File: config.mk
export PLATFORM = sky130hd
export DESIGN_NAME = fwd_hazard_unit
export DESIGN_NICKNAME = d
export VERILOG_FILES = /design/src/rtl/fwd_hazard_unit.sv
export SDC_FILE = /design/constraint.sdc
export NUM_CORES = 1
export LEC_CHECK = 0
export ABC_AREA = 1
export CORE_MARGIN = 3
export CORE_UTILIZATION = 45
export DETAILED_ROUTE_END_ITERATION = 16
export PLACE_DENSITY = 0.72
export SETUP_SLACK_MARGIN = 0.4
export SLEW_MARGIN = 20
export SYNTH_ARGS = -nofsm -noshare
export SYNTH_HDL_FRONTEND = slang
export SYNTH_SLANG_ARGS = --single-unit
File: constraint.sdc
create_clock -name clk_i -period 2.62 [get_ports clk_i]
set_input_delay 0.524 -clock clk_i [delete_from_list [all_inputs] [get_ports clk_i]]
set_output_delay 0.524 -clock clk_i [all_outputs]
set_load 0.05 [all_outputs]
File: src/rtl/fwd_hazard_unit.sv
// Forwarding and load-use hazard unit for a 5-stage RISC-V pipeline.
// Ports: clk_i/rst_i; ID fields (id_rs1_i, id_rs2_i, id_use_rs1_i, id_use_rs2_i,
//   id_rd_i, id_reg_write_i, id_mem_read_i); flush_i, hold_i;
//   forwarding_rs1_o/forwarding_rs2_o (EXE operand select), stall_o, lu_stall_cnt_o.
module fwd_hazard_unit (
    input  logic        clk_i,
    input  logic        rst_i,
    input  logic [4:0]  id_rs1_i,
    input  logic [4:0]  id_rs2_i,
    input  logic        id_use_rs1_i,
    input  logic        id_use_rs2_i,
    input  logic [4:0]  id_rd_i,
    input  logic        id_reg_write_i,
    input  logic        id_mem_read_i,
    input  logic        flush_i,
    input  logic        hold_i,
    output logic [1:0]  forwarding_rs1_o,
    output logic [1:0]  forwarding_rs2_o,
    output logic        stall_o,
    output logic [15:0] lu_stall_cnt_o
);

    localparam logic [1:0] FWD_RF  = 2'b00;
    localparam logic [1:0] FWD_MEM = 2'b01;
    localparam logic [1:0] FWD_WB  = 2'b10;

    // EX shadow entry
    logic [4:0]  ex_rd_q,   ex_rd_d;
    logic        ex_we_q,   ex_we_d;
    logic        ex_mr_q,   ex_mr_d;
    logic [4:0]  ex_rs1_q,  ex_rs1_d;
    logic [4:0]  ex_rs2_q,  ex_rs2_d;
    logic        ex_use1_q, ex_use1_d;
    logic        ex_use2_q, ex_use2_d;
    // MEM shadow entry
    logic [4:0]  mem_rd_q,  mem_rd_d;
    logic        mem_we_q,  mem_we_d;
    logic        mem_mr_q,  mem_mr_d;
    // WB shadow entry
    logic [4:0]  wb_rd_q,   wb_rd_d;
    logic        wb_we_q,   wb_we_d;
    // Registered outputs
    logic [1:0]  fwd1_q,    fwd1_d;
    logic [1:0]  fwd2_q,    fwd2_d;
    logic [15:0] cnt_q,     cnt_d;

    logic stall;
    logic bubble;

    // A producer matches a consumer only if it writes a non-x0 register
    // that the consumer actually reads.
    function automatic logic hit(input logic we, input logic [4:0] rd,
                                 input logic [4:0] rs, input logic use_rs);
        return we && (rd != 5'd0) && (rd == rs) && use_rs;
    endfunction

    function automatic logic [1:0] sel(input logic [4:0] rs, input logic use_rs,
                                       input logic exw, input logic [4:0] exrd,
                                       input logic mw, input logic [4:0] mrd);
        if (hit(exw, exrd, rs, use_rs))
            return FWD_MEM;
        else if (hit(mw, mrd, rs, use_rs))
            return FWD_WB;
        else
            return FWD_RF;
    endfunction

    // Load in EX feeding the ID instruction; a flush squashes the consumer
    // so there is nothing to wait for.
    always_comb begin
        stall = ex_mr_q &&
                (hit(ex_we_q, ex_rd_q, id_rs1_i, id_use_rs1_i) ||
                 hit(ex_we_q, ex_rd_q, id_rs2_i, id_use_rs2_i)) &&
                !flush_i;
        bubble = stall || flush_i;
    end

    always_comb begin
        ex_rd_d   = ex_rd_q;
        ex_we_d   = ex_we_q;
        ex_mr_d   = ex_mr_q;
        ex_rs1_d  = ex_rs1_q;
        ex_rs2_d  = ex_rs2_q;
        ex_use1_d = ex_use1_q;
        ex_use2_d = ex_use2_q;
        mem_rd_d  = mem_rd_q;
        mem_we_d  = mem_we_q;
        mem_mr_d  = mem_mr_q;
        wb_rd_d   = wb_rd_q;
        wb_we_d   = wb_we_q;
        fwd1_d    = fwd1_q;
        fwd2_d    = fwd2_q;
        cnt_d     = cnt_q;
        if (!hold_i) begin
            wb_rd_d  = mem_rd_q;
            wb_we_d  = mem_we_q;
            mem_rd_d = ex_rd_q;
            mem_we_d = ex_we_q;
            mem_mr_d = ex_mr_q;
            if (bubble) begin
                ex_rd_d   = 5'd0;
                ex_we_d   = 1'b0;
                ex_mr_d   = 1'b0;
                ex_rs1_d  = 5'd0;
                ex_rs2_d  = 5'd0;
                ex_use1_d = 1'b0;
                ex_use2_d = 1'b0;
                fwd1_d    = FWD_RF;
                fwd2_d    = FWD_RF;
            end else begin
                ex_rd_d   = id_rd_i;
                ex_we_d   = id_reg_write_i;
                ex_mr_d   = id_mem_read_i;
                ex_rs1_d  = id_rs1_i;
                ex_rs2_d  = id_rs2_i;
                ex_use1_d = id_use_rs1_i;
                ex_use2_d = id_use_rs2_i;
                fwd1_d = sel(id_rs1_i, id_use_rs1_i,
                             ex_we_q, ex_rd_q, mem_we_q, mem_rd_q);
                fwd2_d = sel(id_rs2_i, id_use_rs2_i,
                             ex_we_q, ex_rd_q, mem_we_q, mem_rd_q);
            end
            if (stall && (cnt_q != 16'hFFFF))
                cnt_d = cnt_q + 16'd1;
        end
    end

    always_ff @(posedge clk_i or posedge rst_i) begin
        if (rst_i) begin
            ex_rd_q   <= 5'd0;
            ex_we_q   <= 1'b0;
            ex_mr_q   <= 1'b0;
            ex_rs1_q  <= 5'd0;
            ex_rs2_q  <= 5'd0;
            ex_use1_q <= 1'b0;
            ex_use2_q <= 1'b0;
            mem_rd_q  <= 5'd0;
            mem_we_q  <= 1'b0;
            mem_mr_q  <= 1'b0;
            wb_rd_q   <= 5'd0;
            wb_we_q   <= 1'b0;
            fwd1_q    <= FWD_RF;
            fwd2_q    <= FWD_RF;
            cnt_q     <= 16'd0;
        end else begin
            ex_rd_q   <= ex_rd_d;
            ex_we_q   <= ex_we_d;
            ex_mr_q   <= ex_mr_d;
            ex_rs1_q  <= ex_rs1_d;
            ex_rs2_q  <= ex_rs2_d;
            ex_use1_q <= ex_use1_d;
            ex_use2_q <= ex_use2_d;
            mem_rd_q  <= mem_rd_d;
            mem_we_q  <= mem_we_d;
            mem_mr_q  <= mem_mr_d;
            wb_rd_q   <= wb_rd_d;
            wb_we_q   <= wb_we_d;
            fwd1_q    <= fwd1_d;
            fwd2_q    <= fwd2_d;
            cnt_q     <= cnt_d;
        end
    end

    assign forwarding_rs1_o = fwd1_q;
    assign forwarding_rs2_o = fwd2_q;
    assign stall_o          = stall;
    assign lu_stall_cnt_o   = cnt_q;

endmodule

==> results.md <==
- Syn. warnings: 0
- Gpl congestion: 0.864
- Hold path depth: 2
- Number of max-cap violations: 0
- Netlist Area Pre-Place: 0.00212 mm^2
- Clock Latency Late Sink: 290 ps
- Status: finished clean
- Worst vdd ir: 0.357 mV
- Hold buffers post-CTS: 0
- Worst Max-Slew Pin Slew: 508 ps
- Slew HR: 66.0%
- Peak Freq: 471 MHz
- Yosys cell types: 29
- Max Clock Skew: 4.31 ps
- Initial core utilization: 47.7%
- P_leak: 1.51 nW
- Routed WL per cell: 13.2 um
- Non-filler cells, final: 405
- DP HPWL: 3810 um
- Slew Limit Fails: 0
- Final Hold Fails: 0
- DR vias: 2,077
- Min Tclk post-route: 2120 ps
- Layout area overhead: 31.6%
- PwrDens: 435 mW/mm^2
- TNS Setup: 0 ps
- Port Buf Inserts: 43
- Crit path buf inv count: 1
- Worst min-delay path category: reg -> reg
- Worst Path Arrival: 1600 ps
- Mapped Nets: 322
- Clk root buf: clkbuf_8
- R2R cell count: 11
- Cell Chain, Critical Path: clkdlybuf4s50_1
- Clock share of power: 41.5%
- Slowest cell on the critical path: clkdlybuf4s50_1
- Total GRT Usage: 20.6%
- Syn Area/Cell: 7.11 um^2
- Ant diodes: 0
- Worst-path maximum fanout: 6
- Drt via density: 5.13
- Maximum clock path buffer count: 2
- DRC viols: 0
- FF+latch count, synth: 33
- Endpoint class of the critical path: output port
- Die X: 74.6 um
- Core area: 0.00444 mm^2
- Critical Path RT: 2100 ps
- Sw frac: 25.3%
- Mapped Cells: 298
- Num CTS Buffers: 5
- Part of the cycle the worst path needs: 81.0%
- Global route overflow: 0
- CTS H-tree depth: 2
- Global-route wire length before repair: 8870 um
- Clk sinks: 33
- Layout cell share with drive strength beyond 1: 11.6%
- P_int: 0.905 mW
- Placed Cells: 390
- # IOs: 44
- Crit path max-delay family: buffers and inverters
- Layout Nets: 376
- CTS tree: built
- RSZ-0062 raised after global routing: true
- Logic pwr share: 13.3%
- Final Total Pwr: 1.21 mW
- CTS clk-pin slew, worst paths: 70 ps
- Antenna violations before repair: 0
- WS Path Type: reg -> out
- Die area: 0.00557 mm^2
- Final setup violation count: 0
- Net Switching: 0.307 mW
- Seq pwr share: 45.3%
- Largest net degree at the start of global routing: 34
- Rows: 24
- Worst slack at placement: 122 ps
- Slowest stage delay, CP: 850 ps
- Drt first-iter violations: 155
- Drt total wl: 5360 um
- Post-route setup slack: 499 ps
- Post-route ant nets: 0
- First drt pass iteration count: 4
- Number of global-route vias before repair: 1,979
- Die height: 74.6 um
- CP Launch Type: flip-flop
- Sequential area share after synthesis: 39.0%
- Number of stages on the worst setup path: 1
- Fin Hold WS: 472 ps
## cell type report
cell class | instances | area [um^2]
well taps | 52 | 65.1
inverters | 55 | 206
repair buffers | 56 | 524
flip-flops and latches | 33 | 826
clock inverters | 1 | 30.0
clock buffers | 7 | 86.3
multi-input cells | 201 | 1050
fillers | 412 | 1660
## state kept, by name (all words and copies together) (netlist names)
name	flops
ex_we_q	1
mem_we_q	1
lu_stall_cnt_o	16
mem_rd_q	5
ex_rd_q	5
forwarding_rs2_o	2
forwarding_rs1_o	2
ex_mr_q	1
## worst paths after layout
check                                    startpoint                  end  slack (ps)
worst min-delay path            forwarding_rs2_o[1]  forwarding_rs2_o[1]         470
worst min register to register  forwarding_rs2_o[1]  forwarding_rs2_o[1]         470
max in group asynchronous                     rst_i    lu_stall_cnt_o[4]        1690
worst max-delay path             lu_stall_cnt_o[10]   lu_stall_cnt_o[10]         500
min in group asynchronous                     rst_i          mem_rd_q[4]         620
worst max register to register           ex_rd_q[2]              ex_we_q         770
## power groups by stage
| stage | clock [mW] | combinational [mW] | sequential (mW) |
|---|---|---|---|
| floorplan | 0 | 0.0927 | 0.552 |
| global placement | 0 | 0.159 | 0.558 |
| detailed placement | 0 | 0.160 | 0.558 |
| CTS | 0.517 | 0.156 | 0.548 |
| global route | 0.539 | 0.182 | 0.551 |
| finish | 0.502 | 0.161 | 0.548 |
## what timing repair did
item,in CTS,in global routing
resized for setup,19,1
pin swaps,6,6
setup endpoints to repair,1,1
buffers inserted,2,5
## metrics by stage
step / utilization, % / instance area, um^2
3_3_place_gp: 59.0 / 2620
6_report: 62.7 / 2790
3_5_place_dp: 59.0 / 2620
5_1_grt: 62.7 / 2790
2_1_floorplan: - / 2120
4_1_cts: 61.9 / 2750
## cells in the final DEF (no fill, tap or decap), drive strengths merged
cell type and n:
nor3 2, inv 55, nand4 7, buf 14, a22oi 1, xor2 7, nand3 42, nand2 71
clkdlybuf4s50 30, o21ai 17, dfrtp 33, nor4 2, clkdlybuf4s15 1, ha 1, o21bai 16, dlygate4sd2 11
nor2 24, a21oi 4, bufinv 1, o22ai 6, clkbuf 7, a21boi 1
## Yosys cell counts
cell type	number	share of area, %
o21bai_1	16	5.7
o22ai_1	6	1.8
o21ai_1	3	0.71
nor4_2	1	0.59
nor2_4	1	0.53
a21boi_1	1	0.35
nand3_2	1	0.47
dfrtp_1	33	39
buf_6	1	0.53
inv_1	49	8.7
buf_1	2	0.35
nand4_4	1	1.0
nor4_1	1	0.30
nand2_4	1	0.53
a22oi_1	1	0.35
nor2_1	22	3.9
xor2_1	7	2.9
nor3_1	2	0.47
nor2_2	1	0.30
nand3_4	1	0.83
nand3_1	40	9.5
inv_2	6	1.1
nand2_1	70	12
o21ai_0	14	3.3
clkbuf_1	3	0.53
buf_2	3	0.71
ha_1	1	0.59
nand4_1	6	1.8
a21oi_1	4	0.95
## per-layer routing
| metal | up-vias | global-route usage, % | share of wire (%) |
|---|---|---|---|
| li1 | 1061 | - | - |
| met1 | 962 | 27.1 | 46 |
| met2 | 49 | 34.5 | 48 |
| met3 | 5 | 3.87 | 4.8 |
| met4 | 0 | 6.13 | 0.86 |
| met5 | - | 0 | 0 |
## logic make-up (layout without fill, tap and decap cells)
| logic type | after synthesis | in the layout | share of synthesized area, % |
|---|---|---|---|
| xor gates and xnor gates | 7 | 7 | 2.89 |
| adders and majority gates | 1 | 1 | 0.591 |
| AOI/OAI and AO/OA | 45 | 45 | 13.1 |
| and+or+nand+nor | 148 | 148 | 32.5 |
| DFF | 33 | 33 | 39.0 |
| buffers and inverters | 64 | 119 | 11.9 |
No activity file was read; power rests on OpenSTA's default activity.
